--- src/rtl/multicycle_alu_if.sv ---
// multicycle_alu_if: request/response bundle between a requester and multicycle_alu.
//   master: drives start, opcode, operand_x, operand_y; observes result/status.
//   slave : the ALU; observes the request, drives result, acc_write, busy, done, flags.
interface multicycle_alu_if;
    localparam int unsigned DATA_W = 16;
    localparam int unsigned OP_W   = 4;

    logic              start;
    logic [OP_W-1:0]   opcode;
    logic [DATA_W-1:0] operand_x;
    logic [DATA_W-1:0] operand_y;
    logic [DATA_W-1:0] result;
    logic              acc_write;
    logic              busy;
    logic              done;
    logic              flag_z;
    logic              flag_n;
    logic              flag_c;
    logic              flag_v;
    logic              flag_err;

    modport master (
        output start, opcode, operand_x, operand_y,
        input  result, acc_write, busy, done,
        input  flag_z, flag_n, flag_c, flag_v, flag_err
    );

    modport slave (
        input  start, opcode, operand_x, operand_y,
        output result, acc_write, busy, done,
        output flag_z, flag_n, flag_c, flag_v, flag_err
    );
endinterface

--- src/rtl/multicycle_alu.sv ---
// multicycle_alu: 16-bit unsigned ALU. Most ops complete in one cycle; MUL
// (shift-add) and DIV/MOD (restoring) take 16 iterations.
//   clk : rising-edge clock
//   rst : asynchronous, active-low reset
//   bus : multicycle_alu_if.slave -- start/opcode/operands in; result, flags,
//         busy, done and the accumulator write strobe (acc_write) out.
module multicycle_alu (
    input  logic             clk,
    input  logic             rst,
    multicycle_alu_if.slave  bus
);
    localparam int unsigned DATA_W = 16;
    localparam int unsigned OP_W   = 4;
    localparam int unsigned CNT_W  = 5;

    localparam logic [1:0] IDLE = 2'd0;
    localparam logic [1:0] ITER = 2'd1;
    localparam logic [1:0] DONE = 2'd2;

    localparam logic [OP_W-1:0] OP_ADD   = 4'h0;
    localparam logic [OP_W-1:0] OP_SUB   = 4'h1;
    localparam logic [OP_W-1:0] OP_AND   = 4'h2;
    localparam logic [OP_W-1:0] OP_OR    = 4'h3;
    localparam logic [OP_W-1:0] OP_XOR   = 4'h4;
    localparam logic [OP_W-1:0] OP_NOT   = 4'h5;
    localparam logic [OP_W-1:0] OP_SHL   = 4'h6;
    localparam logic [OP_W-1:0] OP_SHR   = 4'h7;
    localparam logic [OP_W-1:0] OP_INC   = 4'h8;
    localparam logic [OP_W-1:0] OP_DEC   = 4'h9;
    localparam logic [OP_W-1:0] OP_MUL   = 4'hA;
    localparam logic [OP_W-1:0] OP_DIV   = 4'hB;
    localparam logic [OP_W-1:0] OP_MOD   = 4'hC;
    localparam logic [OP_W-1:0] OP_PASSX = 4'hD;

    localparam logic [CNT_W-1:0] LAST_ITER = 5'd15;

    // State and datapath registers
    logic [1:0]        state_q, state_d;
    logic [OP_W-1:0]   op_q, op_d;
    logic [DATA_W-1:0] x_q, x_d;
    logic [DATA_W-1:0] y_q, y_d;
    logic [DATA_W-1:0] hi_q, hi_d;     // MUL: product high half; DIV/MOD: remainder
    logic [DATA_W-1:0] lo_q, lo_d;     // MUL: multiplier/product low; DIV/MOD: dividend/quotient
    logic [CNT_W-1:0]  cnt_q, cnt_d;
    logic [DATA_W-1:0] res_q, res_d;
    logic              z_q, z_d, n_q, n_d, c_q, c_d, v_q, v_d, err_q, err_d;
    logic              done_q, done_d, acc_q, acc_d, busy_q, busy_d;

    // Single-cycle datapath, fed straight from the request inputs
    logic [DATA_W:0]   add_w, sub_w, inc_w, dec_w;
    logic [DATA_W-1:0] sc_res;
    logic              sc_c, sc_v, sc_err;
    logic              is_multi;

    assign add_w = {1'b0, bus.operand_x} + {1'b0, bus.operand_y};
    assign sub_w = {1'b0, bus.operand_x} - {1'b0, bus.operand_y};
    assign inc_w = {1'b0, bus.operand_x} + 17'd1;
    assign dec_w = {1'b0, bus.operand_x} - 17'd1;

    // Divide by zero is resolved in one cycle rather than iterating
    assign is_multi = (bus.opcode == OP_MUL) ||
                      (((bus.opcode == OP_DIV) || (bus.opcode == OP_MOD)) &&
                       (bus.operand_y != '0));

    always_comb begin
        sc_res = '0;
        sc_c   = 1'b0;
        sc_v   = 1'b0;
        sc_err = 1'b0;
        case (bus.opcode)
            OP_ADD: begin
                sc_res = add_w[DATA_W-1:0];
                sc_c   = add_w[DATA_W];
                sc_v   = (bus.operand_x[15] == bus.operand_y[15]) &&
                         (add_w[15] != bus.operand_x[15]);
            end
            OP_SUB: begin
                sc_res = sub_w[DATA_W-1:0];
                sc_c   = sub_w[DATA_W];
                sc_v   = (bus.operand_x[15] != bus.operand_y[15]) &&
                         (sub_w[15] != bus.operand_x[15]);
            end
            OP_AND:   sc_res = bus.operand_x & bus.operand_y;
            OP_OR:    sc_res = bus.operand_x | bus.operand_y;
            OP_XOR:   sc_res = bus.operand_x ^ bus.operand_y;
            OP_NOT:   sc_res = ~bus.operand_x;
            OP_SHL: begin
                sc_res = {bus.operand_x[14:0], 1'b0};
                sc_c   = bus.operand_x[15];
            end
            OP_SHR: begin
                sc_res = {1'b0, bus.operand_x[15:1]};
                sc_c   = bus.operand_x[0];
            end
            OP_INC: begin
                sc_res = inc_w[DATA_W-1:0];
                sc_c   = inc_w[DATA_W];
                sc_v   = ~bus.operand_x[15] & inc_w[15];
            end
            OP_DEC: begin
                sc_res = dec_w[DATA_W-1:0];
                sc_c   = dec_w[DATA_W];
                sc_v   = bus.operand_x[15] & ~dec_w[15];
            end
            OP_DIV: begin
                sc_res = 16'hFFFF;
                sc_err = 1'b1;
            end
            OP_MOD: begin
                sc_res = bus.operand_x;
                sc_err = 1'b1;
            end
            OP_PASSX: sc_res = bus.operand_x;
            OP_MUL:   sc_res = '0;
            default:  sc_err = 1'b1;
        endcase
    end

    // One iteration of shift-add multiply: add multiplicand if LSB set, shift right
    logic [DATA_W:0]   mul_sum;
    logic [DATA_W-1:0] mul_hi, mul_lo;

    assign mul_sum = {1'b0, hi_q} + (lo_q[0] ? {1'b0, x_q} : 17'd0);
    assign mul_hi  = mul_sum[DATA_W:1];
    assign mul_lo  = {mul_sum[0], lo_q[DATA_W-1:1]};

    // One iteration of restoring division: shift in next dividend bit, trial subtract
    logic [DATA_W:0]   div_sh;
    logic              div_ge;
    logic [DATA_W-1:0] div_hi, div_lo;

    assign div_sh = {hi_q, lo_q[DATA_W-1]};
    assign div_ge = (div_sh >= {1'b0, y_q});
    assign div_hi = div_ge ? (div_sh[DATA_W-1:0] - y_q) : div_sh[DATA_W-1:0];
    assign div_lo = {lo_q[DATA_W-2:0], div_ge};

    logic [DATA_W-1:0] it_hi, it_lo, fin_res;
    logic              fin_v;

    assign it_hi   = (op_q == OP_MUL) ? mul_hi : div_hi;
    assign it_lo   = (op_q == OP_MUL) ? mul_lo : div_lo;
    assign fin_res = (op_q == OP_MUL) ? mul_lo :
                     (op_q == OP_DIV) ? div_lo : div_hi;
    assign fin_v   = (op_q == OP_MUL) && (mul_hi != '0);

    // Next-state and register-update logic
    always_comb begin
        state_d = state_q;
        op_d    = op_q;
        x_d     = x_q;
        y_d     = y_q;
        hi_d    = hi_q;
        lo_d    = lo_q;
        cnt_d   = cnt_q;
        res_d   = res_q;
        z_d     = z_q;
        n_d     = n_q;
        c_d     = c_q;
        v_d     = v_q;
        err_d   = err_q;
        done_d  = 1'b0;
        acc_d   = 1'b0;
        case (state_q)
            IDLE: begin
                if (bus.start) begin
                    op_d = bus.opcode;
                    x_d  = bus.operand_x;
                    y_d  = bus.operand_y;
                    if (is_multi) begin
                        state_d = ITER;
                        cnt_d   = '0;
                        hi_d    = '0;
                        lo_d    = (bus.opcode == OP_MUL) ? bus.operand_y : bus.operand_x;
                    end else begin
                        state_d = DONE;
                        res_d   = sc_res;
                        z_d     = (sc_res == '0);
                        n_d     = sc_res[DATA_W-1];
                        c_d     = sc_c;
                        v_d     = sc_v;
                        err_d   = sc_err;
                        done_d  = 1'b1;
                        acc_d   = 1'b1;
                    end
                end
            end
            ITER: begin
                hi_d  = it_hi;
                lo_d  = it_lo;
                cnt_d = cnt_q + 5'd1;
                if (cnt_q == LAST_ITER) begin
                    state_d = DONE;
                    cnt_d   = '0;
                    res_d   = fin_res;
                    z_d     = (fin_res == '0);
                    n_d     = fin_res[DATA_W-1];
                    c_d     = 1'b0;
                    v_d     = fin_v;
                    err_d   = 1'b0;
                    done_d  = 1'b1;
                    acc_d   = 1'b1;
                end
            end
            DONE:    state_d = IDLE;
            default: state_d = IDLE;
        endcase
        busy_d = (state_d != IDLE);
    end

    always_ff @(posedge clk or negedge rst) begin
        if (!rst) begin
            state_q <= IDLE;
            op_q    <= '0;
            x_q     <= '0;
            y_q     <= '0;
            hi_q    <= '0;
            lo_q    <= '0;
            cnt_q   <= '0;
            res_q   <= '0;
            z_q     <= 1'b0;
            n_q     <= 1'b0;
            c_q     <= 1'b0;
            v_q     <= 1'b0;
            err_q   <= 1'b0;
            done_q  <= 1'b0;
            acc_q   <= 1'b0;
            busy_q  <= 1'b0;
        end else begin
            state_q <= state_d;
            op_q    <= op_d;
            x_q     <= x_d;
            y_q     <= y_d;
            hi_q    <= hi_d;
            lo_q    <= lo_d;
            cnt_q   <= cnt_d;
            res_q   <= res_d;
            z_q     <= z_d;
            n_q     <= n_d;
            c_q     <= c_d;
            v_q     <= v_d;
            err_q   <= err_d;
            done_q  <= done_d;
            acc_q   <= acc_d;
            busy_q  <= busy_d;
        end
    end

    assign bus.result    = res_q;
    assign bus.flag_z    = z_q;
    assign bus.flag_n    = n_q;
    assign bus.flag_c    = c_q;
    assign bus.flag_v    = v_q;
    assign bus.flag_err  = err_q;
    assign bus.done      = done_q;
    assign bus.acc_write = acc_q;
    assign bus.busy      = busy_q;
endmodule

--- src/flat_wrapper.sv ---
// flat-port wrapper written by rule: the top's interface ports become plain ports
module multicycle_alu_flat 
  (clk, rst, bus_start, bus_opcode, bus_operand_x, bus_operand_y, bus_result, bus_acc_write, bus_busy, bus_done, bus_flag_z, bus_flag_n, bus_flag_c, bus_flag_v, bus_flag_err);
  multicycle_alu_if bus_i ();
  input  logic clk;
  input  logic rst;
  input wire logic [$bits(bus_i.start)-1:0] bus_start;
  input wire logic [$bits(bus_i.opcode)-1:0] bus_opcode;
  input wire logic [$bits(bus_i.operand_x)-1:0] bus_operand_x;
  input wire logic [$bits(bus_i.operand_y)-1:0] bus_operand_y;
  output wire logic [$bits(bus_i.result)-1:0] bus_result;
  output wire logic [$bits(bus_i.acc_write)-1:0] bus_acc_write;
  output wire logic [$bits(bus_i.busy)-1:0] bus_busy;
  output wire logic [$bits(bus_i.done)-1:0] bus_done;
  output wire logic [$bits(bus_i.flag_z)-1:0] bus_flag_z;
  output wire logic [$bits(bus_i.flag_n)-1:0] bus_flag_n;
  output wire logic [$bits(bus_i.flag_c)-1:0] bus_flag_c;
  output wire logic [$bits(bus_i.flag_v)-1:0] bus_flag_v;
  output wire logic [$bits(bus_i.flag_err)-1:0] bus_flag_err;
  assign bus_i.start = bus_start;
  assign bus_i.opcode = bus_opcode;
  assign bus_i.operand_x = bus_operand_x;
  assign bus_i.operand_y = bus_operand_y;
  assign bus_result = bus_i.result;
  assign bus_acc_write = bus_i.acc_write;
  assign bus_busy = bus_i.busy;
  assign bus_done = bus_i.done;
  assign bus_flag_z = bus_i.flag_z;
  assign bus_flag_n = bus_i.flag_n;
  assign bus_flag_c = bus_i.flag_c;
  assign bus_flag_v = bus_i.flag_v;
  assign bus_flag_err = bus_i.flag_err;
  multicycle_alu u_core (.clk(clk), .rst(rst), .bus(bus_i));
endmodule
--- config.mk ---
export PLATFORM = sky130hd
export DESIGN_NAME = multicycle_alu_flat
export DESIGN_NICKNAME = d
export VERILOG_FILES = /design/src/rtl/multicycle_alu_if.sv /design/src/rtl/multicycle_alu.sv /design/src/flat_wrapper.sv
export SDC_FILE = /design/constraint.sdc
export NUM_CORES = 1
export LEC_CHECK = 0
export ABC_AREA = 0
export ABC_CLOCK_PERIOD_IN_PS = 2950
export CAP_MARGIN = 20
export CORE_UTILIZATION = 35
export DETAILED_ROUTE_END_ITERATION = 10
export SYNTH_ARGS = -nofsm -noshare
export SYNTH_HDL_FRONTEND = slang
export SYNTH_SLANG_ARGS = --single-unit
--- constraint.sdc ---
create_clock -name clk -period 2.95 [get_ports clk]
set_clock_uncertainty 0.15 [all_clocks]
set_input_delay 0.59 -clock clk [delete_from_list [all_inputs] [get_ports clk]]
set_output_delay 0.59 -clock clk [all_outputs]
set_load 0.02 [all_outputs]
# Word-level counts from Yosys, hierarchy flattened
# Cells that the tools add are included.
# Widths: inputs -> output; s select.
# totals
register_bits	98
in_bits	39
word_cells	127
# classes
add_sub_neg	7
order_cmp	1
eq_ne	25
n_mux	52
bitwise	8
n_reduce_logical	19
# op_table
cell	count
$mux 16	14
$pmux 16 s12	1
$pmux 16 s2	3
$eq 4x4->1 const B	8
$logic_not 16->1	2
$reduce_bool 16->1	2
$mux 1	18
$add 16x1->17 const B	1
$add 16x16->17	1
$add 16x17->17	1
$ge 17x16->1	1
$sub 16x1->17 const B	1
$sub 16x16->17	1
$and 16x16->16	1
$eq 4x3->1 const B	4
$not 16->16	1
$or 16x16->16	1
$sub 16x16->16	1
$xor 16x16->16	1
$mux 5	3
$pmux 1 s2	6
$reduce_or 12->1	1
$pmux 5 s2	1
$eq 4x2->1 const B	2
23 further kinds	36

# Logic depth before layout (Yosys ltp)
# logic_depth
word_depth	8
mapped_depth	14
ltp_nobuf	13

# Least setup slack after synthesis
# OpenSTA, ideal clock, no wires.
# synth_path
kind	in2reg
from	in bus_operand_x[3]
to	reg u_core.z_q (netlist: u_core.bus.flag_z)
setup_ns	0.087
arrival_time_ns	3.513
required_ns	2.713
slack_ns	-0.799
cell_stages	13
path_buffers	2
path_cell_list	clkbuf_1 -> inv_1 -> ha_1 -> buf_2 -> nor3b_1 -> a2111oi_2 -> nor4_2 -> o221ai_1 -> mux2i_1 -> or4b_4 -> a2111oi_4 -> nand4_1 -> o211ai_1
# synth_between
elab_chain_len	6
word_cells_on_any_way	13
cone_classes	add/sub: 4; mux: 4; bitwise: 4; reduce/logical: 1
# synth_rtl
element	line_no	rtl
start, declared	flat_wrapper.sv:9	input wire logic [$bits(bus_i.operand_x)-1:0] bus_operand_x;
$sub 16x1->17, or another cell as far along	multicycle_alu.sv:58	assign dec_w = {1'b0, bus.operand_x} - 17'd1;
$pmux 16 s12 *	multicycle_alu.sv:70	case (bus.opcode)
$logic_not 16->1 *	multicycle_alu.sv:177	z_d = (sc_res == '0);
$mux 1 *	multicycle_alu.sv:169	if (is_multi) begin
$mux 1 *	multicycle_alu.sv:165	if (bus.start) begin
$pmux 1 s2 *	multicycle_alu.sv:163	case (state_q)
end signal, assigned	multicycle_alu.sv:237	z_q <= z_d;
end, declared	multicycle_alu.sv:46	logic z_q, z_d, n_q, n_d, c_q, c_d, v_q, v_d, err_q, err_d;
# Mark *: on every way between the ends. The rest lies on a longest branch, timed or not. The select of a mux whose other input is x is not followed.
# A chain may end at the register's enable or synchronous reset.

# Worst setup path in the final report
# layout_path
from	reg u_core.y_q[14]
to	reg u_core.z_q (netlist: u_core.bus.flag_z)
# layout_between
elab_chain_len	7
word_cells_on_any_way	8
cone_classes	add/sub: 1; order compare: 1; mux: 5; reduce/logical: 1
# layout_rtl
element	line_no	rtl
start, declared	multicycle_alu.sv:41	logic [DATA_W-1:0] y_q, y_d;
start signal, assigned	multicycle_alu.sv:232	y_q <= y_d;
$sub 16x16->16 or $ge 17x16->1 (tied branches)	multicycle_alu.sv:134, multicycle_alu.sv:133	
$mux 16	multicycle_alu.sv:134	assign div_hi = div_ge ? (div_sh[DATA_W-1:0] - y_q) : div_sh[DATA_W-1:0];
$mux 16 *	multicycle_alu.sv:143	(op_q == OP_DIV) ? div_lo : div_hi;
$mux 16 *	multicycle_alu.sv:142	assign fin_res = (op_q == OP_MUL) ? mul_lo :
$logic_not 16->1 *	multicycle_alu.sv:195	z_d = (fin_res == '0);
$mux 1 *	multicycle_alu.sv:191	if (cnt_q == LAST_ITER) begin
$pmux 1 s2 *	multicycle_alu.sv:163	
# Marks and branches as above.

==> summary.txt <==
Run status
  • Outcome: finished, violations left
  • Violated checks: setup timing

Route
  • DR iter-0 viols: 1219
  • Final WL: 50400 um
  • Detail Route Antenna Nets: 0
  • Via count: 13.9k
  • Pre-antenna DRT Iters: 5
  • Drt wl/cell: 21.2 um
  • Vias/cell: just under 6
  • DR DRC count: 0

Power
  • Static Leak: 7.78 nW
  • Power density cells: roughly 770 nW/um^2
  • Max VDD drop: between 500 and 600 uV

Global route
  • Global route overflow: 0
  • First-pass GRT wire length: 76600 um
  • Vias in the first global route: 13.4k
  • GRT Total Usage: a little under a third
  • Initial antenna violation count: 1
  • Largest net degree at the start of global routing: 56

STA
  • Worst-margin pin slew: about 760 ps
  • Final setup margin: -371 ps
  • Setup TNS: -2790 ps
  • RSZ-0062 raised after global routing: yes
  • Final setup fails: 22
  • Tcrit/Tclk final: 113%
  • Final worst path period need: 3320 ps
  • Worst slew margin: between 40% and 50%
  • Max Slew Vio Count: 0
  • Max Freq: 301 MHz
  • Final Hold Violating Endpoints: 0

Finish
  • Commonest non-fill, non-tap cells in the layout: buf_4 (475), nand2_1 (178), nor2_1 (113)
  • Net count, final: 2102
  • FILL cells: 2792
  • Synth-to-layout area growth: 59.6%
  • Non-Filler Instances: 2372
  • Finished Core Util: 57.1%
  • Diodes inserted: 0
  • Most common cell after layout, fill and taps aside: buf_4
  • Layout cells sized above 1: between 40% and 50%
  • FF+latch area: 2430 um^2
  • Multi-input logic area: 9300 um^2

Synthesis
  • Post-synth EDFFs: 0
  • Synthesized area per cell: 7.35 um^2
  • Primary FF master, synth: dfrtp_1
  • Gate Count Post-Synth: 1498
  • YS warnings: 0
  • Synth unique cells: 93
  • #FFs+latches synth: between 90 and 100
  • Post-Syn Nets: between 1.5k and 2k
  • Area of the mapped netlist: ~11000 um^2
  • Asr flop ratio synth: 100%
  • Register area share after synthesis: between 20% and 30%

Placement
  • Placed Cells: 2311
  • Worst slack, placed: -1230 ps
  • Hpwl dp: between 30000 and 40000 um
  • GPL Wtd Cong: 1.01
  • Buffers on Ports: between 60 and 70

Setup path
  • CP Class: reg2reg
  • Startpoint types: register
  • CP max FO: 8
  • Crit-path cells: inv_2, ha_4, a21o_1, a211oi_2, a21bo_2, or4b_4, buf_6, nand3_2, a31oi_4, nor4_2, buf_4, nand4_1, o211ai_1
  • Slowest-stage cell, CP: or4b_4
  • CP Capture Type: register
  • Critical path arrival: 3450 ps
  • Slowest stage delay, CP: 500 ps
  • WP data required: 3080 ps

Clocking
  • Hold_buf cts: 0
  • CTS Buffer Depth: 2
  • Clock latency on the worst-skew pair: 360 ps
  • CTS buffer count: 9
  • Htree depth: 3
  • CTS root buffer: clkbuf_16
  • Clock Pin Slew Worst Setup and Hold Paths: 80 ps
  • CTS Sinks: 97
  • CTS tree: yes

Die
  • Die Height: roughly 180 um
  • IO Count: 63
  • Initial Util: 35.8%
  • Die width: 179 um
  • Die area: 32200 um^2
  • Site Rows: 64
  • Core Area: 30700 um^2

Hold path
  • Worst Hold Class: in2async

Job
  • Maxcap violations: 0
## layout make-up
class | count | share of cell area (%)
repair buffers | 578 | 26.6
inverters | 89 | 2.02
well taps | 396 | 2.82
flip-flops and latches | 97 | 13.8
multi-input cells | 1196 | 52.9
clock inverters | 6 | 0.470
clock buffers | 10 | 1.36
## registers in the layout (all words and copies together) (netlist names), 2 cells and up
register / cells
u_core.bus.result: 16
u_core.state_q: 2
u_core.lo_q: 16
u_core.hi_q: 16
u_core.y_q: 16
u_core.op_q: 4
u_core.cnt_q: 5
u_core.x_q: 16
## cell usage after synthesis (6+ instances only)
| cell type | count | area, um^2 |
|---|---|---|
| o221ai_1 | 15 | 131 |
| clkbuf_1 | 85 | 319 |
| nand2_1 | 182 | 683 |
| nor4_1 | 23 | 144 |
| and2_1 | 25 | 156 |
| a22oi_1 | 11 | 82.6 |
| o31ai_1 | 11 | 82.6 |
| ha_1 | 88 | 1100 |
| o21ai_1 | 6 | 30.0 |
| o21a_1 | 15 | 113 |
| buf_1 | 9 | 33.8 |
| nor2_1 | 120 | 450 |
| a32o_1 | 7 | 70.1 |
| a211oi_1 | 25 | 188 |
| inv_1 | 86 | 323 |
| a31oi_1 | 40 | 250 |
| o2111ai_1 | 8 | 70.1 |
| o211ai_1 | 26 | 195 |
| nand4_1 | 21 | 131 |
| o31a_1 | 6 | 52.6 |
| nor3_1 | 43 | 215 |
| dfrtp_1 | 97 | 2430 |
| a21o_1 | 11 | 82.6 |
| a221oi_1 | 8 | 70.1 |
| nor4b_1 | 6 | 52.6 |
| mux2i_1 | 18 | 180 |
| buf_2 | 18 | 90.1 |
| or3_1 | 12 | 75.1 |
| and3_1 | 7 | 43.8 |
| nand2b_1 | 15 | 93.8 |
| nand3_1 | 35 | 175 |
| a311oi_1 | 6 | 52.6 |
| a22o_1 | 8 | 70.1 |
| nor2b_1 | 28 | 175 |
| a21oi_1 | 101 | 505 |
| xnor2_1 | 15 | 131 |
| xor2_1 | 12 | 105 |
| a221o_1 | 6 | 60.1 |
| o21ai_0 | 123 | 616 |
## cell families after synthesis
logic type,count (synthesis),share of synthesized area [%]
AO/OA/AOI/OAI,502,30.7
XOR/XNOR,27,2.15
adder cells (fa/ha/maj),92,10.7
buffers and inverters,205,7.36
flip-flops,97,22.0
multiplexers,25,2.56
AND/OR/NAND/NOR,550,24.5
## worst paths after layout
path	startpoint	endpoint	slack [ps]	cells after the start
min in group clk	u_core.bus.result[9]	u_core.bus.result[9]	320	2
worst max-delay path	u_core.y_q[14]	u_core.bus.flag_z	-370	13
worst min register to register	u_core.bus.result[9]	u_core.bus.result[9]	320	2
worst min-delay path	rst	u_core.y_q[3]	60	1
worst max register to register	u_core.y_q[14]	u_core.bus.flag_z	-370	13
max in group asynchronous	rst	u_core.cnt_q[1]	1890	2
## report_power, final
group	leakage [nW]	internal [W]	switching, W
combinational	6.43	0.00484	0.00502
sequential	1.19	0.00183	0.000458
clock	0.154	0.000702	0.000607
## routing by layer
layer / part of all wire, % / vias to the layer above / wire, um / global-route usage [%]
met1: 41 / 6675 / 20800 / 39.9
met2: 48 / 591 / 24100 / 53.7
li1: - / 6458 / - / -
met4: 4.8 / 0 / 2400 / 13.2
met3: 6.2 / 133 / 3140 / 3.06
met5: 0 / - / 0 / 0
## what timing repair did
item / in CTS / in global routing
setup buffers: 46 / 9
cloned: 1 / 0
gates resized for setup: 330 / 78
pin swaps: 114 / 42
endpoints found under the setup margin: 58 / 32
## worst max-delay path: cells and delay by family, from the launching register on
kind | cells | cell delay [ps]
AO/OA/AOI/OAI | 5 | 1050
adder cells (fa/ha/maj) | 1 | 200
buffers and inverters | 3 | 400
flip-flops | 1 | 370
AND/OR/NAND/NOR | 4 | 1050
## metrics by stage
step | power (W) | instance area [um^2] | hold WS (ps)
final | 0.0135 | 17600 | 62.3
after global routing | 0.0142 | 17600 | 97.5
after CTS | 0.0127 | 17100 | 81.0
after detailed placement | 0.0101 | 15600 | 313
after global placement | 0.0100 | 15600 | 305
after floorplan | 0.00620 | 11400 | 144
Power figures use the tool's default switching activity.
==> RTL change, RTL diff (same settings) <==
Make the reset (`rst`) synchronous in one clocked block. Comments in the files are not updated.
--- a/src/rtl/multicycle_alu.sv
+++ b/src/rtl/multicycle_alu.sv
@@ -207,7 +207,7 @@
         busy_d = (state_d != IDLE);
     end
 
-    always_ff @(posedge clk or negedge rst) begin
+    always_ff @(posedge clk) begin
         if (!rst) begin
             state_q <= IDLE;
             op_q    <= '0;
Check against the original RTL: differs if rst is asserted again (counterexample within 4 cycles, from zero or initial values and one cycle with rst low); with rst held inactive, the same outputs for 10 cycles.
==> RTL change against the unedited design <==
The flow still finishes with violations (negative setup slack). Non-clock buffer count decreased by 47. Worst setup slack improved by 0.012 ns. Sequential cell count unchanged. Synthesized area decreased by 5.0%. Design area decreased by 3.4%. Routed wire length decreased by 1.9%. Utilization increased by 1.2 points. Largest cell class unchanged. Highest routed layer is now met5.
Power is not compared: it rests on default switching activity, and its combinational part moved more than twofold at a synthesized area within 25%.
==> RTL change: results (changes against the unedited design) <==
Worst setup path
  – CP Capture Point: u_core.bus.flag_z
  – Worst Path Max Fanout: 3 (-5)
  – Critical path data arrival time: 3.43 ns (-0.02 ns)
  – Reg2Reg Depth: 15 (+2)
  – Worst r2r src: u_core.lo_q[15]

Yosys
  – Ys flop type: dfxtp_1
  – Largest cells by area after synthesis: dfxtp_1, ha_1, nand2_1, a21oi_1, nor2_1
  – Mux cell area share after synthesis: 3.708% (+1.2 points)
  – Synth cell count leaders: nand2_1, a21oi_1, nor2_1, dfxtp_1
  – Compound-Gate Fraction of Synth Area: 31.67% (+1.0 points)
  – Syn_area_per_cell: 7.054 um2 (-4.0%)
  – Synth cell types: 95 (+2.2%)
  – Post-synthesis async set-or-reset flop share: 0% (-100 points)
  – Adder-cell share of the synthesized area: 11.29% (+0.57 points)

STA
  – Minimum hold slack: 0.3032 ns (+0.2409 ns)
  – Final setup violation count: 12 (-45%)
  – Sum Neg Setup Slack: -1.671 ns (+1.119 ns)
  – Setup WS post-layout: -0.3586 ns (+0.01198 ns)

Global route
  – Largest net degree at the start of global routing: 45 (-20%)
  – Met2 usage: 53.32% (-0.38 points)
  – M3 GR Usage: 3.764% (+0.71 points)
  – M1 GR Usage: 40.78% (+0.90 points)
  – Global Route Usage Sum: 31.47% (+0.20 points)
  – Vias in the first global route: 12,890 (-4.1%)
  – First-pass GRT wire length: 74.89 mm (-2.3%)

Placement
  – Inst Count DP: 2,232 (-3.4%)
  – Final HPWL DP: 37.76 mm (-3.9%)
  – Gpl congestion: 0.9775 (-2.9%)
  – Placed Instance Area: 14,590 um2 (-6.2%)

Drt
  – DRT Pass-1 Iters: 6 (+1)
  – Routed WL: 49.46 mm (-1.9%)
  – DR top layer: met5
  – Metal3 WL: 3.209 mm (+2.2%)
  – Vias/cell: 5.845 (about the same)
  – Met2 WL post-DR: 23.33 mm (-3.1%)
  – Met1 WL: 20.79 mm (about the same)
  – Initial DRC Count: 1,215 (-0.33%)

Power
  – Final Power: 5761 uW

Worst hold path
  – Hold WC Path Type: reg -> reg

CTS
  – CTS resizes: 289 (-12%)
  – Setup bufs post-CTS: 27 (-41%)

Layout
  – # fillers: 2,664 (-4.6%)
  – Nets: 2,042 (-2.9%)
  – Layout cell share with drive strength beyond 1: 41.65% (+0.76 points)
  – Fin cells: 2,300 (-3.0%)
  – Reg area: 1963 um2 (-19%)

Status
  – Failing checks: negative setup slack
  – Status: complete, but fails checks
RTL change: changes by cell type after synthesis, moves of 12 or more:
cell,delta
nor2_1,+20
nand2_1,+12
dfxtp_1,+97
dfrtp_1,-97
a211oi_1,+12
a31oi_1,-30
a21oi_1,+39
mux2i_1,+14
a221oi_1,+17
o21ai_0,-54
RTL change: worst max-delay path, stage by stage, from the launching register on:
cell and delay, ns:
dfxtp_2 0.34, inv_4 0.07, ha_4 0.14, inv_2 0.04, fa_2 0.35, a21o_1 0.22, a22o_1 0.21, o41ai_2 0.20
buf_4 0.18, mux2i_2 0.23, a221oi_2 0.06, mux2_4 0.30, o21a_1 0.21, nor4b_2 0.29, a31oi_2 0.16, o31ai_2 0.08
RTL change: cell type report:
cell class                      count  area share, %
Inverter                           80          1.961
Timing Repair Buffer              531          26.16
Clock inverter                      5         0.3833
Clock buffer                       11          1.371
Sequential cell                    97          11.57
Tap cell                          384          2.831
Multi-Input combinational cell   1192          55.73
